===== src/rtl/controlador_buzzer_pkg.sv =====
// Shared types for the buzzer controller: pattern codes, FSM states and the
// per-pattern segment table.
package controlador_buzzer_pkg;

    typedef enum logic [1:0] {
        BEEP_SHORT  = 2'd0,
        BEEP_LONG   = 2'd1,
        BEEP_DOUBLE = 2'd2,
        BEEP_ALARM  = 2'd3
    } beep_type_e;

    typedef enum logic [1:0] {
        StIdle = 2'd0,
        StOn   = 2'd1,
        StOff  = 2'd2,
        StDone = 2'd3
    } state_e;

    localparam int unsigned MaxSegs = 5;
    localparam int unsigned IdxW    = $clog2(MaxSegs + 1);
    localparam int unsigned UnitsW  = 3;

    typedef struct packed {
        logic              on;
        logic [UnitsW-1:0] units;
    } seg_t;

    function automatic logic [IdxW-1:0] seg_count(beep_type_e t);
        logic [IdxW-1:0] n;
        unique case (t)
            BEEP_SHORT:  n = IdxW'(1);
            BEEP_LONG:   n = IdxW'(1);
            BEEP_DOUBLE: n = IdxW'(3);
            BEEP_ALARM:  n = IdxW'(5);
            default:     n = IdxW'(1);
        endcase
        return n;
    endfunction

    // Segments alternate on/off starting with on; entries past the count are unused.
    function automatic seg_t seg_entry(beep_type_e t, logic [IdxW-1:0] idx);
        seg_t s;
        s = '{on: 1'b0, units: UnitsW'(0)};
        unique case (t)
            BEEP_SHORT: begin
                if (idx == IdxW'(0)) s = '{on: 1'b1, units: UnitsW'(1)};
            end
            BEEP_LONG: begin
                if (idx == IdxW'(0)) s = '{on: 1'b1, units: UnitsW'(4)};
            end
            BEEP_DOUBLE: begin
                if (idx == IdxW'(0) || idx == IdxW'(2)) s = '{on: 1'b1, units: UnitsW'(1)};
                else if (idx == IdxW'(1))               s = '{on: 1'b0, units: UnitsW'(1)};
            end
            BEEP_ALARM: begin
                if (idx == IdxW'(0) || idx == IdxW'(2) || idx == IdxW'(4)) begin
                    s = '{on: 1'b1, units: UnitsW'(2)};
                end else if (idx == IdxW'(1) || idx == IdxW'(3)) begin
                    s = '{on: 1'b0, units: UnitsW'(1)};
                end
            end
            default: s = '{on: 1'b0, units: UnitsW'(0)};
        endcase
        return s;
    endfunction

endpackage


===== src/rtl/controlador_buzzer_if.sv =====
// Request/status bundle between the game logic (master) and the buzzer
// controller (slave).
interface controlador_buzzer_if;
    logic       beep_req;
    logic [1:0] beep_type;
    logic       mute;
    logic       buzz_out;
    logic       busy;
    logic       done;

    modport master (
        output beep_req, beep_type, mute,
        input  buzz_out, busy, done
    );

    modport slave (
        input  beep_req, beep_type, mute,
        output buzz_out, busy, done
    );
endinterface


===== src/rtl/controlador_buzzer_gerador_tom.sv =====
// Half-period toggler: phase flips every TONE_HALF enabled cycles; a sync
// clear restarts both counter and phase at 0.
module gerador_tom #(
    parameter int unsigned TONE_HALF = 25000
) (
    input  logic clk,
    input  logic rst,
    input  logic clr_i,
    input  logic en_i,
    output logic tone_o,
    output logic tone_next_o
);
    localparam int unsigned CntW = (TONE_HALF > 1) ? $clog2(TONE_HALF) : 1;
    localparam logic [CntW-1:0] CntLast = CntW'(TONE_HALF - 1);

    logic [CntW-1:0] cnt_q, cnt_d;
    logic            phase_q, phase_d;

    always_comb begin
        cnt_d   = cnt_q;
        phase_d = phase_q;
        if (clr_i) begin
            cnt_d   = '0;
            phase_d = 1'b0;
        end else if (en_i) begin
            if (cnt_q == CntLast) begin
                cnt_d   = '0;
                phase_d = ~phase_q;
            end else begin
                cnt_d = cnt_q + CntW'(1);
            end
        end
    end

    always_ff @(posedge clk or posedge rst) begin
        if (rst) begin
            cnt_q   <= '0;
            phase_q <= 1'b0;
        end else begin
            cnt_q   <= cnt_d;
            phase_q <= phase_d;
        end
    end

    assign tone_o      = phase_q;
    // Lets the parent register buzz_out in the same cycle the phase changes.
    assign tone_next_o = phase_d;
endmodule


===== src/rtl/controlador_buzzer.sv =====
// Buzzer controller: plays a table-driven on/off segment pattern per request,
// with a square-wave tone during on segments and busy/done status.
module controlador_buzzer
    import controlador_buzzer_pkg::*;
#(
    parameter int unsigned TONE_HALF   = 25000,
    parameter int unsigned UNIT_CYCLES = 5000000
) (
    input  logic                 clk,
    input  logic                 rst,
    controlador_buzzer_if.slave  bus
);
    localparam int unsigned DurW = $clog2(4 * UNIT_CYCLES + 1);

    state_e          state_q, state_d;
    beep_type_e      type_q, type_d;
    logic [IdxW-1:0] idx_q, idx_d;
    logic [DurW-1:0] dur_q, dur_d;
    logic            buzz_q, buzz_d;
    logic            busy_q, busy_d;
    logic            done_q, done_d;

    seg_t            seg_cur, seg_nxt, seg_first;
    logic [DurW-1:0] seg_last;
    logic            seg_end;
    logic            last_seg;
    logic            tone_clr, tone_en, tone_unused, tone_next;

    always_comb begin
        seg_cur   = seg_entry(type_q, idx_q);
        seg_nxt   = seg_entry(type_q, idx_q + IdxW'(1));
        seg_first = seg_entry(beep_type_e'(bus.beep_type), IdxW'(0));
        seg_last  = DurW'(seg_cur.units) * DurW'(UNIT_CYCLES) - DurW'(1);
        seg_end   = (state_q == StOn || state_q == StOff) && (dur_q == seg_last);
        last_seg  = (idx_q == seg_count(type_q) - IdxW'(1));
    end

    // Tone restarts at phase 0 at the start of every on segment.
    assign tone_clr = (state_q != StOn) || seg_end;
    assign tone_en  = (state_q == StOn);

    gerador_tom #(
        .TONE_HALF (TONE_HALF)
    ) u_tom (
        .clk         (clk),
        .rst         (rst),
        .clr_i       (tone_clr),
        .en_i        (tone_en),
        .tone_o      (tone_unused),
        .tone_next_o (tone_next)
    );

    always_comb begin
        state_d = state_q;
        type_d  = type_q;
        idx_d   = idx_q;
        dur_d   = dur_q;
        unique case (state_q)
            StIdle, StDone: begin
                state_d = StIdle;
                if (bus.beep_req) begin
                    type_d  = beep_type_e'(bus.beep_type);
                    idx_d   = '0;
                    dur_d   = '0;
                    state_d = seg_first.on ? StOn : StOff;
                end
            end
            StOn, StOff: begin
                if (seg_end) begin
                    dur_d = '0;
                    if (last_seg) begin
                        state_d = StDone;
                    end else begin
                        idx_d   = idx_q + IdxW'(1);
                        state_d = seg_nxt.on ? StOn : StOff;
                    end
                end else begin
                    dur_d = dur_q + DurW'(1);
                end
            end
            default: state_d = StIdle;
        endcase

        busy_d = (state_d == StOn) || (state_d == StOff);
        done_d = (state_d == StDone);
        buzz_d = (state_d == StOn) && tone_next && !bus.mute;
    end

    always_ff @(posedge clk or posedge rst) begin
        if (rst) begin
            state_q <= StIdle;
            type_q  <= BEEP_SHORT;
            idx_q   <= '0;
            dur_q   <= '0;
            buzz_q  <= 1'b0;
            busy_q  <= 1'b0;
            done_q  <= 1'b0;
        end else begin
            state_q <= state_d;
            type_q  <= type_d;
            idx_q   <= idx_d;
            dur_q   <= dur_d;
            buzz_q  <= buzz_d;
            busy_q  <= busy_d;
            done_q  <= done_d;
        end
    end

    assign bus.buzz_out = buzz_q;
    assign bus.busy     = busy_q;
    assign bus.done     = done_q;
endmodule


===== src/flat_wrapper.sv =====
// flat-port wrapper written by rule: the top's interface ports become plain ports
module controlador_buzzer_flat import controlador_buzzer_pkg::*;
#(
    parameter int unsigned TONE_HALF   = 25000,
    parameter int unsigned UNIT_CYCLES = 5000000
)
  (clk, rst, bus_beep_req, bus_beep_type, bus_mute, bus_buzz_out, bus_busy, bus_done);
  controlador_buzzer_if bus_i ();
  input  logic clk;
  input  logic rst;
  input wire logic [$bits(bus_i.beep_req)-1:0] bus_beep_req;
  input wire logic [$bits(bus_i.beep_type)-1:0] bus_beep_type;
  input wire logic [$bits(bus_i.mute)-1:0] bus_mute;
  output wire logic [$bits(bus_i.buzz_out)-1:0] bus_buzz_out;
  output wire logic [$bits(bus_i.busy)-1:0] bus_busy;
  output wire logic [$bits(bus_i.done)-1:0] bus_done;
  assign bus_i.beep_req = bus_beep_req;
  assign bus_i.beep_type = bus_beep_type;
  assign bus_i.mute = bus_mute;
  assign bus_buzz_out = bus_i.buzz_out;
  assign bus_busy = bus_i.busy;
  assign bus_done = bus_i.done;
  controlador_buzzer #(.TONE_HALF(TONE_HALF), .UNIT_CYCLES(UNIT_CYCLES)) u_core (.clk(clk), .rst(rst), .bus(bus_i));
endmodule

===== config.mk =====
export PLATFORM = sky130hd
export DESIGN_NAME = controlador_buzzer_flat
export DESIGN_NICKNAME = d
export VERILOG_FILES = /design/src/rtl/controlador_buzzer_pkg.sv /design/src/rtl/controlador_buzzer_if.sv /design/src/rtl/controlador_buzzer_gerador_tom.sv /design/src/rtl/controlador_buzzer.sv /design/src/flat_wrapper.sv
export SDC_FILE = /design/constraint.sdc
export NUM_CORES = 1
export LEC_CHECK = 0
export CAP_MARGIN = 20
export CORE_MARGIN = 4
export CORE_UTILIZATION = 40
export CTS_BUF_LIST = sky130_fd_sc_hd__clkbuf_16
export DETAILED_ROUTE_END_ITERATION = 12
export HOLD_SLACK_MARGIN = 0.02
export MAX_ROUTING_LAYER = met4
export PLACE_DENSITY_LB_ADDON = 0.25
export SLEW_MARGIN = 0
export SYNTH_ARGS = -nofsm -noshare
export SYNTH_HDL_FRONTEND = slang
export SYNTH_SLANG_ARGS = --single-unit

===== constraint.sdc =====
create_clock -name clk -period 7.1 [get_ports clk]
set_input_delay 1.42 -clock clk [delete_from_list [all_inputs] [get_ports clk]]
set_output_delay 1.42 -clock clk [all_outputs]
set_load 0.05 [all_outputs]

; ---- Word-level counts from Yosys, hierarchy flattened
; Cells that the tools add are included.
[word_totals]
reg_bits = 51
in_bits = 6
elab_cells = 103
[classes]
add_sub_neg = 5
multipliers = 1
n_eq_ne = 27
mux = 35
n_bitwise = 1
n_reduce_logical = 25
[op_table]
columns = op, count
row1 = $mux 25, 2
row2 = $pmux 25 s2, 1
row3 = $mux 15, 3
row4 = $add 25x1->25 const B, 1
row5 = $eq 25x25->1, 1
row6 = $sub 25x1->25 const B, 1
row7 = $mul 3x17->19 const B, 1
row8 = $mux 3, 6
row9 = $eq 2x2->1 const B, 8
row10 = $mux 4, 4
row11 = $pmux 4 s4, 1
row12 = $add 15x1->15 const B, 1
row13 = $eq 15x15->1 const B, 1
row14 = $eq 3x2->1 const B, 4
row15 = $pmux 3 s4, 1
row16 = $pmux 4 s3, 1
row17 = $mux 2, 5
row18 = $logic_or 1x1->1, 9
row19 = $pmux 3 s3, 1
row20 = $eq 2x1->1 const B, 4
row21 = $mux 1, 8
row22 = $reduce_or 2->1, 4
row23 = $eq 3x1->1 const B, 2
row24 = $eq 3x3->1 const B, 2
row25 = other kinds (15), 22

; ---- Longest topological paths before layout
[depth]
ltp_word = 14
ltp_mapped = 21
depth_no_buf = 21

; ---- By module
; Synthesis repeated with hierarchy kept, for this count alone.
[hier_totals]
cells_unflattened = 503
hier_area_um2 = 4171.5
[modules_own_cells]
columns = mod, instances, cells_each, area_per_inst_um2
row1 = controlador_buzzer, 1, 410, 3318.2
row2 = gerador_tom, 1, 93, 853.3

; ---- Least setup slack after synthesis
; No wires, ideal clock.
[synth_path]
path_kind = reg2reg
startpoint = register u_core.idx_q[0]
endpoint = register u_core.buzz_q, in the netlist u_core.bus.buzz_out
setup_ns = 0.105
arrival_ns = 5.404
required_ns = 6.995
setup_slack_ns = 1.590
stages_incl_launch_ff = 21
path_cell_list = dfrtp_1 -> inv_1 -> ha_1 -> or3b_1 -> o21ai_1 -> nand2_1 -> ha_1 -> ha_1 -> fa_1 -> a211oi_2 -> nor3b_1 -> a211o_1 -> or3_1 -> or2_0 -> a211o_1 -> or4b_4 -> nor2_1 -> mux2i_1 -> a21oi_1 -> ha_1 -> nor4b_1
[synth_between]
elab_chain_cells = 14
[synth_rtl]
columns = item, line
row1 = from (decl), controlador_buzzer.sv:17  ; logic [IdxW-1:0] idx_q, idx_d;
row2 = from (signal assigned), controlador_buzzer.sv:101  ; idx_q <= idx_d;
row3 = "$eq 3x1->1, or another cell as far along", "controlador_buzzer_pkg.sv:53, controlador_buzzer_pkg.sv:58"
row4 = $logic_or 1x1->1 (on tied branches), "controlador_buzzer_pkg.sv:58, controlador_buzzer_pkg.sv:52, controlador_buzzer_pkg.sv:56"
row5 = $mux 1 / $logic_or 1x1->1 (equally long branches), "controlador_buzzer_pkg.sv:58, controlador_buzzer_pkg.sv:56"
row6 = $mux 3, controlador_buzzer_pkg.sv:56  ; if (idx == IdxW'(0) || idx == IdxW'(2) || idx == IdxW'(4)) begin
row7 = $pmux 3 s4, controlador_buzzer_pkg.sv:44  ; unique case (t)
row8 = $mul 3x17->19, controlador_buzzer.sv:33  ; seg_last = DurW'(seg_cur.units) * DurW'(UNIT_CYCLES) - DurW'(1);
row9 = $sub 25x1->25, controlador_buzzer.sv:33
row10 = $eq 25x25->1, controlador_buzzer.sv:34  ; seg_end = (state_q == StOn || state_q == StOff) && (dur_q == seg_last);
row11 = $logic_and 1x1->1, controlador_buzzer.sv:34
row12 = $mux 2 *, controlador_buzzer.sv:69  ; if (seg_end) begin
row13 = $pmux 2 s2 *, controlador_buzzer.sv:58  ; unique case (state_q)
row14 = via u_core.state_d[0], controlador_buzzer.sv:15  ; state_e state_q, state_d;
row15 = $eq 2x1->1 *, controlador_buzzer.sv:86  ; buzz_d = (state_d == StOn) && tone_next && !bus.mute;
row16 = $logic_and 1x1->1 * (2 in a row), controlador_buzzer.sv:86
row17 = via u_core.buzz_d, controlador_buzzer.sv:19  ; logic buzz_q, buzz_d;
row18 = to (signal assigned), controlador_buzzer.sv:103  ; buzz_q <= buzz_d;
row19 = to (decl), controlador_buzzer.sv:19
; The timed path passes the listed nets; every way through them passes the cells marked *.
; A chain may end at the register's enable or synchronous reset.

; ---- Worst setup path in the final report
[layout_path]
startpoint = register u_core.idx_q[0]
endpoint = register u_core.buzz_q, in the netlist u_core.bus.buzz_out
[layout_between]
elab_chain_cells = 14
[layout_rtl]
columns = item, line
row1 = "$eq 3x1->1, or another cell as far along", "controlador_buzzer_pkg.sv:53, controlador_buzzer_pkg.sv:58"
row2 = $logic_or 1x1->1 (on tied branches), "controlador_buzzer_pkg.sv:58, controlador_buzzer_pkg.sv:52, controlador_buzzer_pkg.sv:56"
row3 = $mux 1 / $logic_or 1x1->1 (equally long branches), "controlador_buzzer_pkg.sv:58, controlador_buzzer_pkg.sv:56"
row4 = $mux 3, controlador_buzzer_pkg.sv:56
row5 = $pmux 3 s4, controlador_buzzer_pkg.sv:44
row6 = $mul 3x17->19, controlador_buzzer.sv:33
row7 = $sub 25x1->25, controlador_buzzer.sv:33
row8 = $eq 25x25->1, controlador_buzzer.sv:34
row9 = $logic_and 1x1->1, controlador_buzzer.sv:34
row10 = $mux 2, controlador_buzzer.sv:69
row11 = $pmux 2 s2, controlador_buzzer.sv:58
row12 = $eq 2x1->1, controlador_buzzer.sv:86
row13 = $logic_and 1x1->1 * (2 in a row), controlador_buzzer.sv:86
row14 = via u_core.buzz_d, controlador_buzzer.sv:19
; Marks and branches as above.

==> impl_summary.txt <==
----------------------------------------------------
[Logic synthesis]
  Fraction of the mapped netlist area in simple logic gates ... 25.9%
  Async set-or-reset flop fraction in the synthesized netlist ... 100%
  Dominant register cell in the synthesized netlist ... dfrtp_1
  Fraction of the mapped netlist area in compound gates ... 14.4%
  Most area-consuming cells after synthesis ... dfrtp_1 (33%), ha_1 (7.2%), xnor2_1 (6.7%)
  Top cell type by total area after synthesis ... dfrtp_1
  Adder-cell share of the synthesized area ... 7.75%
  YS warnings ... 0
  Mapped Area ... 3810 sq um
  Synthesized flop and latch total ... ~50
  EDFF count, synth ... 0
  Portion of netlist area occupied by mux cells ... ~1.7%
  Yosys cell types ... 71
  Synth top area share ... between 30% and 40%
  Dominant combinational cell family by area after synthesis ... simple AND/OR/NAND/NOR gates
  Sequential share of the synthesized area ... 33.5%
  Number of standard cells after synthesis ... approximately 420
  Mean Syn Cell Area ... slightly above 9 sq um
  Number of nets produced by synthesis ... around 450
  Synth Area in XOR/XNOR ... 13.5%

[Place]
  Setup WS pre-CTS ... about 800 ps
  Last weighted congestion value of the routability-driven placer ... about 0.95
  Count of buffers from port buffering ... 8
  Detailed placement HPWL ... approximately 6400 um

[Die]
  Total Die Area ... about 11,000 sq um
  Number of top-level pins ... 9
  Die X-Extent ... approximately 110 um
  # rows ... 35
  Height of the die ... around 110 um
  Core area ... ~9200 sq um
  Effective utilization at floorplan ... slightly above 40%

[Critical path]
  Kind of cell adding the most delay to the critical path ... simple AND/OR/NAND/NOR gates
  Slowest cell on crit path ... or4bb_1
  Series of cell instances along the critical path ... inv_1, ha_1, or3b_1, o21ai_1, nand2_1, ha_1, ha_1, fa_1, a211oi_2, nor2_1, xnor2_4, or4bb_1, a311oi_1, o211ai_1, and3b_1, mux2_2, or2_1, ha_1, nor4b_1
  Maximum single-stage delay on the critical path ... about 500 ps
  Peak fanout along the critical path ... 8
  Buffers & Inverters on Critical Path ... 1
  Nature of the critical path endpoint ... flip-flop
  Most numerous cell on the critical path ... ha_1
  Worst endpoint data arrival time ... between 6000 and 7000 ps
  Type of element launching the critical path ... flip-flop
  Path type of the worst setup path ... flip-flop to flip-flop
  Worst EP required ... ~7300 ps

[Detailed routing]
  Count of antenna-violating nets left after detailed routing ... 0
  Routed wirelength normalized by instance count ... between 15 and 20 um
  Via-to-Cell Ratio ... roughly 5.4
  Initial drt markers ... roughly 250
  DRT Pass-1 Iters ... 4
  Detailed-route via count ... 3,005
  DRC errors left ... 0
  Sum of routed wire length over all layers ... between 8000 and 9000 um

[Cells and area]
  Most used cells in the layout excluding fill and tap cells ... nor2_1 (56), dfrtp_1 (51), xnor2_1 (29)
  Utilization after layout ... 45.0%
  Post-synthesis to final-layout area growth ... 9.16%
  Final net count ... roughly 450
  Fraction of final layout cells with drive strength greater than 1 ... about 8.5%
  Diode insertion count for antenna repair ... 0
  Most common cell after layout, fill and taps aside ... nor2_1

[Clock network]
  Clock slew at reported path FFs ... 70 ps
  Worst-case clock buffer depth ... 2
  Number of setup buffers added after CTS ... 0
  Post-CTS sizing ... 0
  Number of levels the H-tree was split into ... 2
  Post-cts hold buffer count ... 0
  Clock buffer count from CTS ... 5
  Library cell used as clock root buffer ... clkbuf_16
  Total number of clock tree sinks ... slightly above 50
  Clock latency on the worst-skew pair ... 290 ps
  Clock tree from TritonCTS ... yes

[Global route]
  Vias in the first global route ... a little under 3,000
  All-layer global routing usage ... ~16%
  Global-route wire length before repair ... around 14,000 um
  Maximum number of pins on one net before global-route repair ... between 50 and 60
  Initial antenna violation count ... 0
  Global route overflow ... 0

[Timing]
  Endpoints failing hold ... 0
  Highest Clock Rate ... between 0.15 and 0.2 GHz
  Unrepaired setup endpoints after global routing ... no
  # setup viols final ... 0
  Worst Clk Skew ... around 5.3 ps
  Post-route clock period utilization ... 88.4%
  Transition at the pin with the smallest max-transition slack ... 695 ps
  Setup_tns ... 0 ps
  Tmin final ... about 6300 ps
  Worst path setup slack after routing ... ~800 ps
  Max-slew violations ... 0
  Rel. slew slack ... a little over half

[Pwr]
  PD cells ... around 380 nW/um^2
  Largest voltage drop on the vdd net ... ~0.16 mV
  Static leakage ... 1.77 nW

[Min path]
  Type of the most critical hold path ... flip-flop to flip-flop

[Status]
  Outcome ... completed

[Job]
  Number of max-capacitance violations reported ... 0

----------------------------------------------------
-- state kept, by name, summed over array words and instances, names as in the netlist --
register and cells:
u_core.u_tom.cnt_q 15, u_core.idx_q 3, u_core.bus.done 1, u_core.bus.busy 1, u_core.state_q 2, u_core.u_tom.tone_o 1, u_core.bus.buzz_out 1, u_core.dur_q 25
u_core.type_q 2
-- per-layer routing --
| metal | GRT usage, % | vias up | part of all wire [%] |
|---|---|---|---|
| met4 | 5.09 | 0 | 1.9 |
| met1 | 20.4 | 1442 | 46 |
| met3 | 2.39 | 10 | 3.4 |
| li1 | - | 1495 | - |
| met2 | 26.8 | 58 | 48 |
| met5 | - | - | 0 |
-- area by class of cell --
type / instances / area (sq um)
Fill cell: 888 / 5080
Timing Repair Buffer: 10 / 108
Tap cell: 129 / 161
Clock inverter: 2 / 13.8
Sequential cell: 51 / 1280
Multi-Input combinational cell: 340 / 2410
Clock buffer: 5 / 125
Inverter: 17 / 66.3
-- path summary, 6_finish.rpt --
path                                       start                    end  slack, ps  cells past startpoint
setup / recovery                 u_core.idx_q[0]    u_core.bus.buzz_out        820                     19
hold / removal             u_core.u_tom.cnt_q[0]  u_core.u_tom.cnt_q[0]        470                      1
setup reg to reg                 u_core.idx_q[0]    u_core.bus.buzz_out        820                     19
hold reg to reg            u_core.u_tom.cnt_q[0]  u_core.u_tom.cnt_q[0]        470                      1
max in group asynchronous                    rst        u_core.dur_q[1]       5270                      3
min in group asynchronous                    rst  u_core.u_tom.cnt_q[0]       1350                      2
-- power breakdown --
group          switching, mW  internal, mW  leakage, nW
registers             0.0414         0.323        0.692
clock network          0.104         0.129       0.0696
logic                  0.584         0.382         1.01
total                  0.730         0.834         1.77
-- metrics by stage --
stage	instances	area, sq um	hold WS [ps]	total power, mW
floorplan	417	3810	440	1.13
global placement	546	4000	459	1.31
detailed placement	546	4000	459	1.33
CTS	553	4140	466	1.56
global route	554	4160	510	1.69
finish	554	4160	465	1.56
-- cell families (layout without fill, tap and decap cells) --
| kind of cell | after synthesis | after routing |
|---|---|---|
| simple gates | 184 | 184 |
| compound gates | 73 | 73 |
| xor+xnor | 54 | 54 |
| flops | 51 | 51 |
| buf+inv | 26 | 34 |
| fa+ha+maj | 23 | 23 |
| mux | 6 | 6 |
-- synth_stat cells (4+ instances only) --
cell / number
and3_1: 13
a22o_1: 6
xor2_1: 22
nand3_1: 22
nor4_1: 6
mux2_2: 5
nor3_1: 7
dfrtp_1: 51
o21ai_0: 11
nor2_1: 56
o211ai_1: 5
o21ai_1: 4
nor2_2: 9
inv_1: 16
a21oi_1: 14
clkbuf_1: 4
nand2b_1: 4
o21a_1: 4
nand2_1: 25
a211o_1: 4
ha_1: 22
nor4b_1: 4
xnor2_1: 29
nand4_1: 6
No activity file was read; power rests on OpenSTA's default activity.
